[src/rtl/sqrt_arbiter.sv]
// ============================================================================
//  Module      : sqrt_arbiter
//  Description : Round-robin arbiter that shares one iterative square-root
//                core among NREQ requesters. Latches the granted operand,
//                sequences the core (launch / wait / clear) and returns a
//                registered result with requester id and timeout error flag.
//  Revision    : 1.0 - initial release
// ============================================================================
`default_nettype none

module sqrt_arbiter #(
  parameter int NREQ    = 4,
  parameter int TIMEOUT = 31
) (
  input  logic                       clk,
  input  logic                       enable,
  input  logic [NREQ-1:0]            req_valid,
  output logic [NREQ-1:0]            req_ready,
  input  logic [NREQ-1:0]            req_sign,
  input  logic [7*NREQ-1:0]          req_exp,
  input  logic [11*NREQ-1:0]         req_mant,
  input  logic [4*NREQ-1:0]          req_flags,
  output logic                       core_enable,
  output logic                       core_n_valid,
  output logic                       core_sign,
  output logic [6:0]                 core_exp,
  output logic [10:0]                core_mant,
  output logic                       core_is_nan,
  output logic                       core_is_pinf,
  output logic                       core_is_ninf,
  output logic                       core_is_num,
  input  logic                       core_result,
  input  logic                       core_sign_o,
  input  logic [6:0]                 core_exp_o,
  input  logic [10:0]                core_mant_o,
  input  logic                       core_nan_o,
  input  logic                       core_pinf_o,
  input  logic                       core_ninf_o,
  output logic [NREQ-1:0]            rsp_valid,
  output logic [$clog2(NREQ)-1:0]    rsp_id,
  output logic                       rsp_sign,
  output logic [6:0]                 rsp_exp,
  output logic [10:0]                rsp_mant,
  output logic                       rsp_nan,
  output logic                       rsp_pinf,
  output logic                       rsp_ninf,
  output logic                       rsp_err,
  output logic                       busy
);

  localparam int IDW = $clog2(NREQ);
  // Counter must hold TIMEOUT+1 without wrapping
  localparam int CW  = $clog2(TIMEOUT + 2);
  localparam logic [CW-1:0] c_tmo = CW'(TIMEOUT);

  typedef enum logic [1:0] {
    S_IDLE   = 2'd0,
    S_LAUNCH = 2'd1,
    S_WAIT   = 2'd2,
    S_RESP   = 2'd3
  } state_t;

  state_t              r_state;
  state_t              w_state_nx;
  logic [IDW-1:0]      r_ptr;
  logic [IDW-1:0]      r_grant;
  logic [CW-1:0]       r_cnt;
  logic                r_op_sign;
  logic [6:0]          r_op_exp;
  logic [10:0]         r_op_mant;
  logic [3:0]          r_op_flags;
  logic                r_rsp_sign;
  logic [6:0]          r_rsp_exp;
  logic [10:0]         r_rsp_mant;
  logic                r_rsp_nan;
  logic                r_rsp_pinf;
  logic                r_rsp_ninf;
  logic                r_rsp_err;
  logic                w_found;
  logic [IDW-1:0]      w_gnt;
  logic [NREQ-1:0]     w_ready;
  logic [NREQ-1:0]     w_rsp_v;

  // Round-robin search: first requester above the pointer, wrapping modulo NREQ
  always_comb begin
    w_found = 1'b0;
    w_gnt   = '0;
    for (int k = 1; k <= NREQ; k++) begin
      int idx;
      idx = int'(r_ptr) + k;
      if (idx >= NREQ) idx = idx - NREQ;
      if (!w_found && req_valid[idx]) begin
        w_found = 1'b1;
        w_gnt   = IDW'(idx);
      end
    end
  end

  // Accept pulse only while idle; forced low while reset is held
  always_comb begin
    w_ready = '0;
    if (enable && (r_state == S_IDLE) && w_found) w_ready[w_gnt] = 1'b1;
  end

  // Next-state decode for the job sequencer
  always_comb begin
    w_state_nx = r_state;
    case (r_state)
      S_IDLE:   if (w_found) w_state_nx = S_LAUNCH;
      S_LAUNCH: w_state_nx = S_WAIT;
      S_WAIT:   if (core_result || (r_cnt == c_tmo)) w_state_nx = S_RESP;
      S_RESP:   w_state_nx = S_IDLE;
      default:  w_state_nx = S_IDLE;
    endcase
  end

  // State register
  always_ff @(posedge clk or negedge enable) begin
    if (!enable) r_state <= S_IDLE;
    else         r_state <= w_state_nx;
  end

  // Grant pointer, operand latch and wait counter
  always_ff @(posedge clk or negedge enable) begin
    if (!enable) begin
      r_ptr      <= IDW'(NREQ - 1);
      r_grant    <= '0;
      r_cnt      <= '0;
      r_op_sign  <= 1'b0;
      r_op_exp   <= '0;
      r_op_mant  <= '0;
      r_op_flags <= '0;
    end else begin
      case (r_state)
        S_IDLE: begin
          if (w_found) begin
            r_ptr      <= w_gnt;
            r_grant    <= w_gnt;
            r_op_sign  <= req_sign[w_gnt];
            r_op_exp   <= req_exp[7*int'(w_gnt) +: 7];
            r_op_mant  <= req_mant[11*int'(w_gnt) +: 11];
            r_op_flags <= req_flags[4*int'(w_gnt) +: 4];
          end
        end
        S_LAUNCH: r_cnt <= '0;
        S_WAIT:   r_cnt <= r_cnt + 1'b1;
        default:  ;
      endcase
    end
  end

  // Response capture: a core result beats a simultaneous timeout
  always_ff @(posedge clk or negedge enable) begin
    if (!enable) begin
      r_rsp_sign <= 1'b0;
      r_rsp_exp  <= '0;
      r_rsp_mant <= '0;
      r_rsp_nan  <= 1'b0;
      r_rsp_pinf <= 1'b0;
      r_rsp_ninf <= 1'b0;
      r_rsp_err  <= 1'b0;
    end else if (r_state == S_WAIT) begin
      if (core_result) begin
        r_rsp_sign <= core_sign_o;
        r_rsp_exp  <= core_exp_o;
        r_rsp_mant <= core_mant_o;
        r_rsp_nan  <= core_nan_o;
        r_rsp_pinf <= core_pinf_o;
        r_rsp_ninf <= core_ninf_o;
        r_rsp_err  <= 1'b0;
      end else if (r_cnt == c_tmo) begin
        r_rsp_sign <= 1'b1;
        r_rsp_exp  <= 7'sd16;
        r_rsp_mant <= 11'b100_0000_0000;
        r_rsp_nan  <= 1'b1;
        r_rsp_pinf <= 1'b0;
        r_rsp_ninf <= 1'b0;
        r_rsp_err  <= 1'b1;
      end
    end
  end

  // One-hot response strobe decoded from registered state and grant
  always_comb begin
    w_rsp_v = '0;
    if (r_state == S_RESP) w_rsp_v[r_grant] = 1'b1;
  end

  // Enable is low in IDLE and RESP so the sticky core done state clears
  assign core_enable  = (r_state == S_LAUNCH) || (r_state == S_WAIT);
  assign core_n_valid = (r_state == S_LAUNCH);
  assign core_sign    = r_op_sign;
  assign core_exp     = r_op_exp;
  assign core_mant    = r_op_mant;
  assign core_is_num  = r_op_flags[3];
  assign core_is_ninf = r_op_flags[2];
  assign core_is_pinf = r_op_flags[1];
  assign core_is_nan  = r_op_flags[0];

  assign req_ready = w_ready;
  assign rsp_valid = w_rsp_v;
  assign rsp_id    = (r_state == S_RESP) ? r_grant : '0;
  assign rsp_sign  = r_rsp_sign;
  assign rsp_exp   = r_rsp_exp;
  assign rsp_mant  = r_rsp_mant;
  assign rsp_nan   = r_rsp_nan;
  assign rsp_pinf  = r_rsp_pinf;
  assign rsp_ninf  = r_rsp_ninf;
  assign rsp_err   = r_rsp_err;
  assign busy      = (r_state != S_IDLE);

endmodule

`default_nettype wire
[config.mk]
export PLATFORM = sky130hd
export DESIGN_NAME = sqrt_arbiter
export DESIGN_NICKNAME = d
export VERILOG_FILES = /design/src/rtl/sqrt_arbiter.sv
export SDC_FILE = /design/constraint.sdc
export NUM_CORES = 1
export LEC_CHECK = 0
export ABC_AREA = 1
export BUFFER_PORTS_ARGS = -buffer_cell sky130_fd_sc_hd__clkbuf_2
export CELL_PAD_IN_SITES_DETAIL_PLACEMENT = 1
export CELL_PAD_IN_SITES_GLOBAL_PLACEMENT = 1
export CORE_MARGIN = 4
export CORE_UTILIZATION = 31
export CTS_CLUSTER_SIZE = 24
export DETAILED_ROUTE_END_ITERATION = 7
export GPL_ROUTABILITY_DRIVEN = 0
export PLACE_DENSITY = 0.82
export RECOVER_POWER = 25
export SLEW_MARGIN = 20
export SYNTH_ARGS = -nofsm -noshare
export SYNTH_HDL_FRONTEND = slang
export SYNTH_SLANG_ARGS = --single-unit
[constraint.sdc]
create_clock -name clk -period 2.45 [get_ports clk]
set_input_delay 0.245 -clock clk [delete_from_list [all_inputs] [get_ports clk]]
set_output_delay 0.245 -clock clk [all_outputs]
set_load 0.005 [all_outputs]
* Yosys cells after proc, flatten, opt, wreduce, memory -nomap -nowiden
Cells that the tools add are included.
Storage, ports and cells: register bits 58, bits of input ports 121, output and inout port bits 59, logic and storage cells 114
Operators by class: add/sub/neg operators 9, $mul 2, magnitude comparators 12, eq/ne operators 6, shift operators 3, multiplexer cells 48, reductions and logical operators 19
Operators by type and width (number):
- $lt 32x4->1 const B | 4
- $mux 32 | 4
- $shiftx 44x7->11 | 1
- $shiftx 28x6->7 | 1
- $mux 1 | 22
- $mux 11 | 2
- $shiftx 16x5->4 | 1
- $mux 2 | 7
- $mux 7 | 2
- $pmux 6 s2 | 1
- $sub 3x3->4 const B | 3
- $bmux 1 s2 | 5
- $ge 3x3->1 const B | 3
- $mux 4 | 2
- $pmux 2 s4 | 1
- $logic_and 1x1->1 | 7
- $add 2x2->3 const B | 2
- $add 6x1->6 const B | 1
- $eq 6x5->1 const B | 1
- $lt 2x3->1 const B | 2
- $mul 4x2->6 const A | 1
- $reduce_and 2->1 | 3
- $reduce_bool 2->1 | 3
- $mul 3x2->5 const A | 1
- 12 further kinds | 19

* Depth between registers and ports, before layout
Gate-level depths: netlist of run 1.
depth after elaboration 21, gate-level depth with buffers 17, depth with buffers taken out 15

* Worst setup path before layout of run 1
No wires, ideal clock.
path kind register -> output, start register r_ptr[0], end output port req_ready[2], data arrival time 1.735 ns, data required time 2.205 ns, setup slack 0.470 ns, cell stages (with the launch flop) 13, path through dfstp_2 buf_6 inv_4 nand2_1 nand2_1 nand2_2 nand2_2 nor2_4 nand2_1 nor2_2 nor2_4 buf_2 nor3_1
On the way: cells in the longest elaborated chain, start to end 21, elaborated cells between the ends (all ways) 49
RTL lines:
- start, declared | RTL line 65 | logic [IDW-1:0] r_ptr;
- start signal, assigned | RTL line 126 | r_ptr <= IDW'(NREQ - 1);
- start signal, assigned | RTL line 137 | r_ptr <= w_gnt;
- $add 2x1->3 | RTL line 90 | idx = int'(r_ptr) + k;
- $sub 3x3->4 or $ge 3x3->1 (tied branches) | RTL line 91 | if (idx >= NREQ) idx = idx - NREQ;
- $mux 32 | RTL line 91
- $bmux 1 s2 | RTL line 92 | if (!w_found && req_valid[idx]) begin
- $mux 1 (not written as such) (2 in series) | RTL line 92
- $mux 1 | RTL line 92
- $logic_not 1->1 | RTL line 92
- $logic_and 1x1->1 | RTL line 92
- (+4 left out)
- $logic_not 1->1 | RTL line 92
- $logic_and 1x1->1 | RTL line 92
- $mux 2 | RTL line 92
- $lt 2x3->1 (not written as such) or $ge 2x1->1 (tied branches) | RTL line 102 | if (enable && (r_state == S_IDLE) && w_found) w_ready[w_gnt] = 1'b1;
- $logic_and 1x1->1 (not written as such) | RTL line 102
- $mux 1 (not written as such) | RTL line 102
- $demux 1 s2 | RTL line 102
- $mux 4 * | RTL line 102
- end, declared | RTL line 18 | output logic [NREQ-1:0] req_ready,
Mark *: on every way between the ends. The rest lies on a longest branch, timed or not. The select of a mux whose other input is x is not followed.

* Worst setup path after layout of run 1
start register r_ptr[0], end output port req_ready[3]
Same word-level chain as after synthesis.

==> results.yml, run 1 <==
synth:
  yosysWarnings: 0
  avgSynthCellArea_um2: 7.08
  ys_ff_latch: 58
  yosysSeqAreaShare: 0.397
  synth-edff-count: 0
  async_reset_ff_frac: 1.00
  yosys.cell_types.count: 33
  syn_inst: 518
  syn_area_um2: 3670
  synth_ff_type: "dfrtp_1"
  syn-num-nets: 645
timing:
  max_freq_ghz: 0.397
  min_period_ns: 2.52
  slew_headroom: 0.00106
  tightest_slew_ns: 1.50
  fin_setup_tns_ns: -0.227
  drv_slew: 0
  final_hold_viol_count: 0
  finalCritPeriodShare: 1.03
  skew_ns: 0.00837
  rsz0062_at_grt: "true"
  setup_viol: 4
  layout_setup_ws_ns: -0.0713
clock_tree:
  cts_sinks: 58
  tritoncts: "built"
  clk_latency_ns: 0.33
  cts_buffer_depth: 2
  htree_levels: 3
  cts_buffers: 9
  clk_root_buffer_cell: "clkbuf_16"
  hold_buffers: 0
  cts.clk_slew.worst_paths_ns: 0.05
global_route:
  grt_pass1_wl_um: 23300
  antenna_found_initial: 0
  track_usage: 0.218
  grt_pass1_vias: 4649
  grt_max_degree: 59
  grt-ovfl-total: 0
placement:
  pre_cts_slack_ns: -0.285
  port_buffers: 179
  place_hpwl_um: 10700
  placed_cells_incl_taps: 818
die:
  coreArea_um2: 11500
  start_util: 0.318
  ios: 180
  rows: 39
  die_h_um: 117
  dieArea_um2: 13600
  chipWidth_um: 117
worst_setup_path:
  endpoint_kind: "output pin"
  crit_top_cell: "nor2_4"
  cp_max_fo: 5
  cp-start-kind: "register"
  slowest_stage: "dfstp_2"
  crit_path_cell_trace: "buf_6, nand2_2, nand3_2, nand2_4, nor2_4, nand2_4, nor2_4, nor2_4, buf_6, nor3_4, buf_2"
  worstSetupPathType: "register to output pin"
  slowest_delay_ns: 0.59
  required_ns: 2.20
  cp_num_buf_inv: 3
  cp_top_family: "simple AND/OR/NAND/NOR gates"
  worst_ep_arrival_time_ns: 2.28
layout:
  syn2layout_area_growth_pct: 47.9
  final_core_util: 0.471
  mostFrequentLayoutCells: "nand2_1, clkbuf_2, dfrtp_1"
  n_antenna_cell: 0
  layout-drive-gt1-share: 0.390
  fin_nets: 843
  mostFrequentLayoutCell: "nand2_1"
  instances_no_fill: 864
routing:
  vias: 4425
  route.detailed.drc: 0
  drt-pass1-iter-count: 4
  drt_iter0_markers: 227
  drt-vias-per-instance: 5.12
  wl_um: 15500
  wl_per_cell_um: 18.0
  ant_nets: 0
power_and_ir_drop:
  peakVddDrop_v: 0.000942
  cellLeakagePower_nw: 3.14
  p_per_area_nw_per_um2: 1810
run:
  maxCapViolations: 1
hold_path:
  hp-class: "input port to register"
status:
  violations: "max-capacitance violations, negative setup slack"
  status: "complete, but fails checks"
==> sequential cells by signal, indices dropped and copies added, names as in the netlist, 2 cells and up <==
signal,count
r_state,2
r_op_flags,4
core_mant,11
rsp_mant,11
rsp_exp,7
r_ptr,2
core_exp,7
r_grant,2
r_cnt,6
==> worst register-to-register path, delay by kind of cell, from the launching register on <==
kind                   cells  cell delay [ns]
AND/OR/NAND/NOR           11             1.09
flip-flops                 1             0.59
buffers and inverters      4             0.56
==> what timing repair did <==
action / CTS / global route
setup endpoints to repair: 27 / 30
buffers inserted: 25 / 4
hold endpoints to repair: 0 / 0
cloned: 1 / 1
resized for setup: 37 / 26
pin swaps: 11 / 15
==> cells by family after synthesis <==
kind of cell / synth area share
AO/OA/AOI/OAI: 0.0737
flip-flops: 0.397
buffers and inverters: 0.0840
adder cells (fa/ha/maj): 0.0205
AND/OR/NAND/NOR: 0.425
==> worst paths after layout <==
check / slack, ns / end / cells past startpoint / startpoint
max reg2reg: 0.12 / r_op_flags[3]$_DFFE_PN0P_ / 15 / r_ptr[0]$_DFFE_PN1P_
min in group asynchronous: 0.61 / r_state[1]$_DFFE_PN0P_ / 2 / enable
min: 0.14 / rsp_mant[3]$_DFFE_PN0P_ / 2 / core_mant_o[3]
min reg2reg: 0.48 / core_mant[4]$_DFFE_PN0P_ / 2 / core_mant[4]$_DFFE_PN0P_
max in group asynchronous: 0.92 / core_mant[6]$_DFFE_PN0P_ / 2 / enable
max: -0.07 / req_ready[3] / 11 / r_ptr[0]$_DFFE_PN1P_
==> stage by stage <==
step	power [W]	area (um2)	hold slack [ns]
floorplan	0.00555	3670	-0.0506
global placement	0.00689	4640	0.462
detailed placement	0.00712	4640	0.469
CTS	0.00925	5280	0.133
global route	0.0107	5420	0.132
finish	0.00979	5420	0.140
==> Yosys cell counts (6+ instances only) <==
| library cell | number | area share |
|---|---|---|
| a22o_1 | 18 | 0.043 |
| buf_2 | 14 | 0.019 |
| buf_4 | 11 | 0.023 |
| dfrtp_1 | 56 | 0.38 |
| ha_1 | 6 | 0.020 |
| inv_1 | 18 | 0.018 |
| nand2_1 | 273 | 0.28 |
| nand3_1 | 7 | 0.0096 |
| nand4_1 | 47 | 0.080 |
| nor2_1 | 13 | 0.013 |
| nor3_1 | 7 | 0.0096 |
| o21ai_0 | 6 | 0.0082 |
==> cell type report <==
class / count / area (um2)
sequential: 58 / 1450
clock inverter: 5 / 53.8
inverter: 24 / 108
fill: 1464 / 6090
clock buffer: 11 / 243
multi-input combinational: 404 / 2110
timing repair buffer: 219 / 1270
tap: 143 / 179
==> per-layer routing <==
metal	track usage	part of all wire
met2	0.398	0.52
met5	0	0
met1	0.259	0.41
met4	0.0703	0.025
met3	0.0347	0.036
==> power breakdown <==
group	internal [W]	total [W]	switching (W)
registers	0.00142	0.00173	0.000309
clock network	0.000810	0.00125	0.000441
logic	0.00263	0.00681	0.00417
No activity file was read; power rests on OpenSTA's default activity.
==> run 2, diff against run 1 <==
CORE_MARGIN = 2   (was 4)
SETUP_SLACK_MARGIN = 0.02   (was default)
==> results.yml, run 2 (synthesis gave the netlist of run 1 again) <==
status:
  status: "complete, but fails checks"
  violations: "negative setup slack"
die:
  start_util: 0.320
  ios: 180
  die_h_um: 113
  rows: 39
  chipWidth_um: 113
  dieArea_um2: 12700
  coreArea_um2: 11500
hold_path:
  hp-class: "input port to register"
  worstHoldPathCells: 2
layout:
  n_fill_cell: 1510
  mostFrequentLayoutCells: "nand2_1, clkbuf_2, dfrtp_1"
  mostFrequentLayoutCell: "nand2_1"
  seq_area_um2: 1450
  layout-drive-gt1-share: 0.386
  finalInstanceArea_um2: 5410
  multi_input_area_um2: 2110
  n_antenna_cell: 0
  fin_nets: 842
  syn2layout_area_growth_pct: 47.4
worst_setup_path:
  endpoint_kind: "output pin"
  worst_ep_arrival_time_ns: 2.28
  required_ns: 2.20
  r2r_cells: 16
  cp-start-kind: "register"
  worstSetupPathType: "register to output pin"
  cp_max_fo: 6
placement:
  place_hpwl_um: 10200
  pre_cts_slack_ns: -0.233
  placed_area_um2: 4630
  port_buffers: 179
clock_tree:
  cts_sinks: 58
  cts_buffer_depth: 2
  htree_levels: 3
  clk_root_buffer_cell: "clkbuf_16"
  cts_buffers: 9
  tritoncts: "built"
  cts.clk_slew.worst_paths_ns: 0.06
  clk_latency_ns: 0.33
timing:
  fin_setup_tns_ns: -0.255
  skew_ns: 0.00485
  drv_slew: 0
  rsz0062_at_grt: "true"
  max_freq_ghz: 0.396
  finalCritPeriodShare: 1.03
  min_period_ns: 2.52
  slew_headroom: 0.0188
  layout_setup_ws_ns: -0.0742
  final_hold_viol_count: 0
  setup_viol: 4
  tightest_slew_ns: 1.47
global_route:
  track_usage: 0.230
  grt_max_degree: 59
  grt_pass1_vias: 4707
  antenna_found_initial: 0
  grt-ovfl-total: 0
  grt_pass1_wl_um: 23400
run:
  maxCapViolations: 0
power_and_ir_drop:
  cellLeakagePower_nw: 3.12
  p_per_area_nw_per_um2: 1810
  peakVddDrop_v: 0.000840
routing:
  drt-vias-per-instance: 5.01
  ant_nets: 0
  drt-pass1-iter-count: 5
  vias: 4325
  drt_iter0_markers: 186
  route.detailed.drc: 0
  wl_per_cell_um: 17.3
  wl_um: 14900
[run 2: repair_timing]
item | CTS | global route
gates cloned | 2 | 0
pin swaps | 13 | 14
gates resized for setup | 27 | 33
buffers inserted | 16 | 9
hold buffers | 0 | 0
setup endpoints to repair | 29 | 27
endpoints found under the hold margin | 0 | 0
[run 2: path summary, 6_finish.rpt]
| check | from | to | slack, ns |
|---|---|---|---|
| worst min register to register | core_mant[0]$_DFFE_PN0P_ | core_mant[0]$_DFFE_PN0P_ | 0.48 |
| worst max-delay path | r_ptr[0]$_DFFE_PN1P_ | req_ready[2] | -0.07 |
| worst max register to register | r_ptr[0]$_DFFE_PN1P_ | r_ptr[1]$_DFFE_PN1P_ | 0.11 |
| min in group asynchronous | enable | rsp_pinf$_DFFE_PN0P_ | 0.50 |
| max in group asynchronous | enable | core_mant[10]$_DFFE_PN0P_ | 1.05 |
| worst min-delay path | core_mant_o[8] | rsp_mant[8]$_DFFE_PN0P_ | 0.14 |
[run 2: through the flow]
step / hold slack [ns] / std cells / total power (W) / util
after CTS: 0.128 / 854 / 0.00927 / 0.454
after global routing: 0.137 / 863 / 0.0107 / 0.471
after global placement: 0.464 / 820 / 0.00681 / 0.404
after detailed placement: 0.473 / 820 / 0.00706 / 0.404
after floorplan: -0.0506 / 518 / 0.00555 / -
final: 0.138 / 863 / 0.00981 / 0.471
[run 2: area by class of cell]
cell class,count,area share
multi-input combinational,404,0.390
tap,143,0.0331
clock inverter,4,0.0139
sequential,58,0.269
timing repair buffer,217,0.228
timing repair inverter,1,0.00116
inverter,24,0.0190
clock buffer,12,0.0456
[run 2: where the power goes]
group          leakage, nW  internal [W]  switching [W]
clock                0.149      0.000918       0.000450
sequential           0.722       0.00142       0.000293
combinational         2.25       0.00261        0.00411
total                 3.12       0.00495        0.00486
[run 2: critical path, stage by stage (launching register included)]
cell,delay [ns]
dfstp_2,0.58
inv_4,0.07
buf_6,0.12
nand2_4,0.06
nand2_4,0.07
nand2_4,0.08
nand2_4,0.06
nor2_4,0.21
nand2_4,0.10
nor2_4,0.12
nor2_4,0.09
buf_12,0.14
nor3_4,0.10
clkbuf_2,0.13
[run 2: routing by layer]
metal	share of wire	global-route usage	up-vias	routed length, um
li1	-	-	2087	-
met1	0.40	0.276	2069	5970
met2	0.53	0.416	136	7870
met3	0.043	0.0396	33	645
met4	0.027	0.0813	0	405
met5	0	0	-	0
